File: src/rtl/ide_pkg.sv
// Shared definitions for the IDE PIO sequencer: FSM encoding, task-file register map, default strobe timing.
// Pure declarations; no latency or backpressure of its own.
// Consumers import with ide_pkg::*.
package ide_pkg;

    typedef enum logic [1:0] {
        ST_IDLE   = 2'd0,
        ST_SETUP  = 2'd1,
        ST_STROBE = 2'd2,
        ST_HOLD   = 2'd3
    } state_t;

    // Command block (CS0) register addresses
    localparam logic [2:0] REG_DATA     = 3'd0;
    localparam logic [2:0] REG_ERROR    = 3'd1;
    localparam logic [2:0] REG_FEATURES = 3'd1;
    localparam logic [2:0] REG_SECCNT   = 3'd2;
    localparam logic [2:0] REG_LBA0     = 3'd3;
    localparam logic [2:0] REG_LBA1     = 3'd4;
    localparam logic [2:0] REG_LBA2     = 3'd5;
    localparam logic [2:0] REG_DRVHEAD  = 3'd6;
    localparam logic [2:0] REG_STATUS   = 3'd7;
    localparam logic [2:0] REG_CMD      = 3'd7;

    // Control block (CS1) shares da=6 between ALTSTATUS (read) and DEVCTL (write)
    localparam logic [2:0] REG_ALTSTATUS = 3'd6;
    localparam logic [2:0] REG_DEVCTL    = 3'd6;

    localparam logic BLK_CMD = 1'b0;
    localparam logic BLK_CTL = 1'b1;

    localparam int unsigned T_SETUP_DEF = 3;
    localparam int unsigned T_PULSE_DEF = 8;
    localparam int unsigned T_HOLD_DEF  = 2;

    localparam int unsigned MAX_WORDS = 256;

    function automatic logic [3:0] cnt_load(input int unsigned cycles);
        return 4'(cycles - 1);
    endfunction

    function automatic logic [1:0] cs_decode(input logic blk);
        return (blk == BLK_CTL) ? 2'b01 : 2'b10;
    endfunction

endpackage

File: src/rtl/ide_pio_ctrl.sv
// PIO sequencer for the IDE register/data port: setup, strobe and hold phases per word, bursts up to 256 words.
// Latency: T_SETUP+T_PULSE+T_HOLD cycles per word from accept to done, plus any write-data stall.
// Backpressure: a write word stalls in the last setup cycle until wvalid; wready is the combinational take.
module ide_pio_ctrl
    import ide_pkg::*;
#(
    parameter int unsigned T_SETUP = T_SETUP_DEF,
    parameter int unsigned T_PULSE = T_PULSE_DEF,
    parameter int unsigned T_HOLD  = T_HOLD_DEF
) (
    input  logic        clk,
    input  logic        reset_n,
    input  logic        req,
    input  logic        we,
    input  logic [3:0]  addr,
    input  logic [8:0]  len,
    input  logic [15:0] wdata,
    input  logic        wvalid,
    output logic        wready,
    output logic [15:0] rdata,
    output logic        rvalid,
    output logic        busy,
    output logic        done,
    input  logic [15:0] ide_din,
    output logic [15:0] ide_dout,
    output logic        ide_oe,
    output logic        ide_dior,
    output logic        ide_diow,
    output logic [1:0]  ide_cs,
    output logic [2:0]  ide_da
);

    state_t      state_q,  state_d;
    logic [3:0]  cnt_q,    cnt_d;
    logic [8:0]  remain_q, remain_d;
    logic        we_q,     we_d;
    logic [3:0]  addr_q,   addr_d;

    logic [15:0] ide_dout_q, ide_dout_d;
    logic        ide_oe_q,   ide_oe_d;
    logic        ide_dior_q, ide_dior_d;
    logic        ide_diow_q, ide_diow_d;
    logic [1:0]  ide_cs_q,   ide_cs_d;
    logic [2:0]  ide_da_q,   ide_da_d;
    logic [15:0] rdata_q,    rdata_d;
    logic        rvalid_q,   rvalid_d;
    logic        done_q,     done_d;

    logic        take_w;
    logic [8:0]  remain_dec;

    assign remain_dec = remain_q - 9'd1;

    always_ff @(posedge clk or negedge reset_n) begin
        if (!reset_n) begin
            state_q    <= ST_IDLE;
            cnt_q      <= '0;
            remain_q   <= '0;
            we_q       <= 1'b0;
            addr_q     <= '0;
            ide_dout_q <= '0;
            ide_oe_q   <= 1'b0;
            ide_dior_q <= 1'b1;
            ide_diow_q <= 1'b1;
            ide_cs_q   <= 2'b11;
            ide_da_q   <= '0;
            rdata_q    <= '0;
            rvalid_q   <= 1'b0;
            done_q     <= 1'b0;
        end else begin
            state_q    <= state_d;
            cnt_q      <= cnt_d;
            remain_q   <= remain_d;
            we_q       <= we_d;
            addr_q     <= addr_d;
            ide_dout_q <= ide_dout_d;
            ide_oe_q   <= ide_oe_d;
            ide_dior_q <= ide_dior_d;
            ide_diow_q <= ide_diow_d;
            ide_cs_q   <= ide_cs_d;
            ide_da_q   <= ide_da_d;
            rdata_q    <= rdata_d;
            rvalid_q   <= rvalid_d;
            done_q     <= done_d;
        end
    end

    always_comb begin
        state_d  = state_q;
        cnt_d    = cnt_q;
        remain_d = remain_q;
        we_d     = we_q;
        addr_d   = addr_q;
        take_w   = 1'b0;

        case (state_q)
            ST_IDLE: begin
                if (req) begin
                    we_d     = we;
                    addr_d   = addr;
                    remain_d = (len == 9'd0) ? 9'd1 : len;
                    cnt_d    = cnt_load(T_SETUP);
                    state_d  = ST_SETUP;
                end
            end
            ST_SETUP: begin
                if (cnt_q != 4'd0) begin
                    cnt_d = cnt_q - 4'd1;
                end else if (!we_q) begin
                    cnt_d   = cnt_load(T_PULSE);
                    state_d = ST_STROBE;
                end else if (wvalid) begin
                    // Write word is taken only at the end of setup; until then strobes stay high.
                    take_w  = 1'b1;
                    cnt_d   = cnt_load(T_PULSE);
                    state_d = ST_STROBE;
                end
            end
            ST_STROBE: begin
                if (cnt_q != 4'd0) begin
                    cnt_d = cnt_q - 4'd1;
                end else begin
                    cnt_d   = cnt_load(T_HOLD);
                    state_d = ST_HOLD;
                end
            end
            ST_HOLD: begin
                if (cnt_q != 4'd0) begin
                    cnt_d = cnt_q - 4'd1;
                end else begin
                    remain_d = remain_dec;
                    if (remain_dec != 9'd0) begin
                        cnt_d   = cnt_load(T_SETUP);
                        state_d = ST_SETUP;
                    end else begin
                        state_d = ST_IDLE;
                    end
                end
            end
            default: state_d = ST_IDLE;
        endcase
    end

    // Pin outputs are computed from the next state so the registered pins line up with the state.
    always_comb begin
        ide_cs_d   = 2'b11;
        ide_da_d   = 3'd0;
        ide_dior_d = 1'b1;
        ide_diow_d = 1'b1;
        ide_oe_d   = 1'b0;
        ide_dout_d = ide_dout_q;
        rdata_d    = rdata_q;
        rvalid_d   = 1'b0;
        done_d     = 1'b0;

        if (state_d != ST_IDLE) begin
            ide_cs_d = cs_decode(addr_d[3]);
            ide_da_d = addr_d[2:0];
        end

        if (state_d == ST_STROBE) begin
            if (we_d) begin
                ide_diow_d = 1'b0;
            end else begin
                ide_dior_d = 1'b0;
            end
        end

        if (we_d && ((state_d == ST_STROBE) || (state_d == ST_HOLD))) begin
            ide_oe_d = 1'b1;
        end

        if (take_w) begin
            ide_dout_d = wdata;
        end

        if ((state_q == ST_STROBE) && (cnt_q == 4'd0) && !we_q) begin
            rdata_d  = ide_din;
            rvalid_d = 1'b1;
        end

        if ((state_q == ST_HOLD) && (cnt_q == 4'd0) && (remain_dec == 9'd0)) begin
            done_d = 1'b1;
        end
    end

    assign wready   = take_w;
    assign busy     = (state_q != ST_IDLE);
    assign rdata    = rdata_q;
    assign rvalid   = rvalid_q;
    assign done     = done_q;
    assign ide_dout = ide_dout_q;
    assign ide_oe   = ide_oe_q;
    assign ide_dior = ide_dior_q;
    assign ide_diow = ide_diow_q;
    assign ide_cs   = ide_cs_q;
    assign ide_da   = ide_da_q;

endmodule

File: config.mk
export PLATFORM = sky130hd
export DESIGN_NAME = ide_pio_ctrl
export DESIGN_NICKNAME = d
export VERILOG_FILES = /design/src/rtl/ide_pkg.sv /design/src/rtl/ide_pio_ctrl.sv
export SDC_FILE = /design/constraint.sdc
export NUM_CORES = 1
export LEC_CHECK = 0
export CAP_MARGIN = 20
export CORE_UTILIZATION = 40
export CTS_CLUSTER_DIAMETER = 60
export DETAILED_ROUTE_END_ITERATION = 8
export GPL_ROUTABILITY_DRIVEN = 0
export MAX_ROUTING_LAYER = met4
export PLACE_DENSITY_LB_ADDON = 0.15
export SYNTH_ARGS = -nofsm -noshare
export SYNTH_HDL_FRONTEND = slang
export SYNTH_SLANG_ARGS = --single-unit
File: constraint.sdc
create_clock -name clk -period 2.1 [get_ports clk]
set_input_delay 0.42 -clock clk [delete_from_list [all_inputs] [get_ports clk]]
set_output_delay 0.42 -clock clk [all_outputs]
set_load 0.01 [all_outputs]
==> summary.txt <==
Run status
  – Run status: complete, no violations

Yosys
  – Number of enable-type register cells in the synthesized netlist: 0
  – Share of async-settable or async-resettable flops after synthesis: 1.00
  – YS warnings: 0
  – Commonest register cell after synthesis: dfrtp_1
  – Proportion of netlist area held by the largest area contributor: 0.505
  – Cell area after technology mapping: 2880 sq um
  – Synth cell count leaders: dfrtp_1, nand2_1, nor2_1
  – XOR/XNOR share of the synthesized area: 0
  – Adder-Cell Fraction of Synth Area: 0.0174
  – Number of synthesized register bits: 62
  – Combinational family with the most area after synthesis: simple AND/OR/NAND/NOR gates
  – Sequential share of the synthesized area: 0.541
  – Nets in the synthesized netlist: 332
  – Post-synthesis area per instance: 10.3 sq um
  – Number of library cell types mapped by synthesis: 53
  – Post-Synthesis Cells: 278
  – Share of cell area taken by muxes after synthesis: 0.0822
  – Largest area contributor in the synthesized netlist: dfrtp_1
  – Compound-gate portion of the synthesized area: 0.111
  – Post-synthesis share of cell area spent on and, or, nand and nor gates: 0.211
  – Ranking of synthesized cells by area: dfrtp_1, mux2_2, nand2_1

Routing
  – Iteration count of the initial detailed-routing pass: 4
  – Wire length per cell after detailed routing: 13.4 um
  – Via count normalized by instance count: 4.93
  – Final wirelength: 6680 um
  – Via Count: 2456
  – DRC errors left: 0
  – DR iter-0 viols: 85
  – Post-route ant nets: 0

Floorplanning
  – Die outline height: 86.8 um
  – DIE AREA: 7530 sq um
  – Top Ports: 94
  – Starting utilization of the core area: 0.419
  – Core area: 6870 sq um
  – Placement Rows: 30
  – DIE WIDTH: 86.8 um

Power
  – Leakage power figure: 1.87 nW
  – Maximum vdd ir drop: 0.715 mV
  – Final Power: 0.00554 W
  – Share of power burned in combinational logic: 0.448
  – Share of power burned in registers: 0.362
  – Clock group share of total power: 0.190
  – Proportion of total power due to net switching: 0.347
  – Switch Pwr: 0.00192 W
  – Int Pwr: 0.00362 W
  – Power per standard cell area: 1280 nW/um^2

Worst setup path
  – Worst-case reg-to-reg path depth: 7
  – Biggest fanout along the worst timing path: 2
  – Worst setup path category: flop to primary output
  – Startpoint class of the critical path: flop
  – Data required time of the critical path: 1.68 ns
  – Arrival time at the worst endpoint: 1.60 ns
  – Kind of end point of the critical path: primary output
  – Critical register-to-register path startpoint: remain_q[0]
  – Internal reg-to-reg setup slack: 0.10 ns
  – R2R Path End: cnt_q[1]

Timing
  – Post-route setup TNS: 0 ns
  – Worst slew margin relative to its limit: 0.759
  – Post-layout minimum cycle time: 2.02 ns
  – Transition time at the pin with the least slew margin: 0.353 ns
  – Max Transition Viols Final: 0
  – Share of the cycle needed by the critical path after routing: 0.964
  – Setup violations, final: 0
  – Number of hold violations in the final report: 0
  – Fmax achieved: 494 MHz
  – Setup skew after layout: 0.0130 ns
  – Setup repair after global routing missed its margin: true

Global routing
  – Via count of the first global-routing pass: 2440
  – Met2 track demand over resource: 0.310
  – Antenna violations before repair: 0
  – GR Layer Usage met3: 0.0514
  – Grt peak-use layer: met2
  – Overall overflow remaining after global route: 0
  – Met1 layer usage reported by global route: 0.237
  – Global-route wire length before repair: 10800 um
  – Pin count of the biggest net entering global routing: 63
  – Aggregate global-route resource usage: 0.192

Placement
  – Cell Count Post-Placement: 481
  – Post-DP HPWL: 4720 um
  – PortBufs: 93

Clock tree
  – Sink Count: 62
  – Clock tree from TritonCTS: built
  – CTS clock-pin slew for the worst setup and hold paths: 0.07 ns
  – Number of H-tree levels: 3
  – Clock root buffer: clkbuf_8
  – Worst-case clock buffer depth: 2
  – Hold-fix buffers, CTS: 0
  – Inserted Clock Buffers: 9
  – Clock network latency to the later pin of the worst-skew pair: 0.34 ns

Final layout
  – Share of layout cells above drive strength 1: 0.234
  – Filler Cells Inserted: 577
  – Total area of multi-input combinational cells: 1260 sq um
  – Antenna diode instance count: 0
  – Post-Layout Cell Count: 498
  – Sequential cell area: 1560 sq um
  – P&R area growth vs syn: 50.0%
  – Fin nets: 451

Run
  – Max-cap violation count: 0

Hold path
  – Hold Crit Class: input pin to async pin
[metrics by stage]
stage / utilization / setup slack (ns) / instance area (sq um) / hold WS, ns
final: 0.628 / 0.0762 / 4310 / 0.0792
after global routing: 0.628 / -0.0221 / 4310 / 0.116
after CTS: 0.623 / 0.0332 / 4280 / 0.100
after detailed placement: 0.593 / -0.0995 / 4070 / 0.458
after global placement: 0.593 / -0.110 / 4070 / 0.456
after floorplan: - / 0.00600 / 2890 / 0.124
[critical path, stage by stage (launching register included)]
cell and delay [ns]:
dfrtp_1 0.40, inv_2 0.09, ha_4 0.13, nor3b_4 0.19, nand2_2 0.10, nor3_4 0.20, buf_2 0.17
[repair_timing]
| item | 4_1_cts | 5_1_grt |
|---|---|---|
| setup buffers | 0 | 1 |
| endpoints found under the setup margin | 2 | 30 |
| resized for setup | 6 | 12 |
| pin swaps | 0 | 4 |
[area by class of cell]
class                   count  area share
flip-flops and latches     62       0.361
inverters                   7     0.00638
clock inverters             5      0.0136
repair buffers            121       0.265
clock buffers              11      0.0328
well taps                  96      0.0279
multi-input cells         196       0.293
[worst max path at each step]
stage	cells after the start	endpoint	startpoint	slack, ns
3_3_place_gp	4	wready	wvalid	-0.11
3_5_place_dp	4	wready	wvalid	-0.1
6_report	6	wready	cnt_q[1]	0.08
5_1_grt	6	wready	cnt_q[1]	-0.02
2_1_floorplan	8	cnt_q[1]	remain_q[0]	0.006
4_1_cts	3	busy	state_q[1]	0.03
[registers in the layout, indices dropped and copies added (netlist names)]
register  count
ide_dout     16
rdata        16
remain_q      9
addr_q        4
cnt_q         4
ide_da        3
ide_cs        2
state_q       2
done          1
ide_dior      1
ide_diow      1
ide_oe        1
rvalid        1
we_q          1
[cell families after synthesis]
logic type | Yosys count
adder cells (fa/ha/maj) | 4
AND/OR/NAND/NOR | 122
AO/OA/AOI/OAI | 49
multiplexers | 21
buffers and inverters | 20
flip-flops | 62
[routing by layer]
layer  vias to the layer above  wire length, um
met5                         -                0
met4                         0               90
li1                       1205                -
met1                      1180             2990
met2                        62             3320
met3                         9              275
[cell usage in the layout (no fill, tap or decap), types with 2 or more instances in the layout]
cell and n:
nand2b_1 3, or3b_1 2, and3_1 2, a311oi_1 2, dfrtp_1 56, a31oi_1 4, clkinv_2 2, dfrtp_2 2
o21bai_1 2, nand2_1 57, inv_2 4, inv_1 2, o21ai_0 15, nor2_1 26, or3_1 3, nor4_1 4
nor3_1 2, buf_2 2, buf_4 27, a21oi_1 10, o22a_1 2, a211oi_1 2, and2_1 3, mux2_2 21
or2_2 2, ha_4 2, nor4b_1 2, dfstp_2 4, clkinvlp_4 2, nand3_1 3, clkdlybuf4s50_1 91, ha_1 2
clkbuf_8 10
[power groups by stage]
stage	combinational, W	clock [W]	sequential (W)
2_1_floorplan	0.00115	0	0.00209
3_3_place_gp	0.00237	0	0.00198
3_5_place_dp	0.00242	0	0.00200
4_1_cts	0.00243	0.00108	0.00199
5_1_grt	0.00275	0.00114	0.00207
6_report	0.00248	0.00105	0.00200
(Power assumes the default switching activity.)
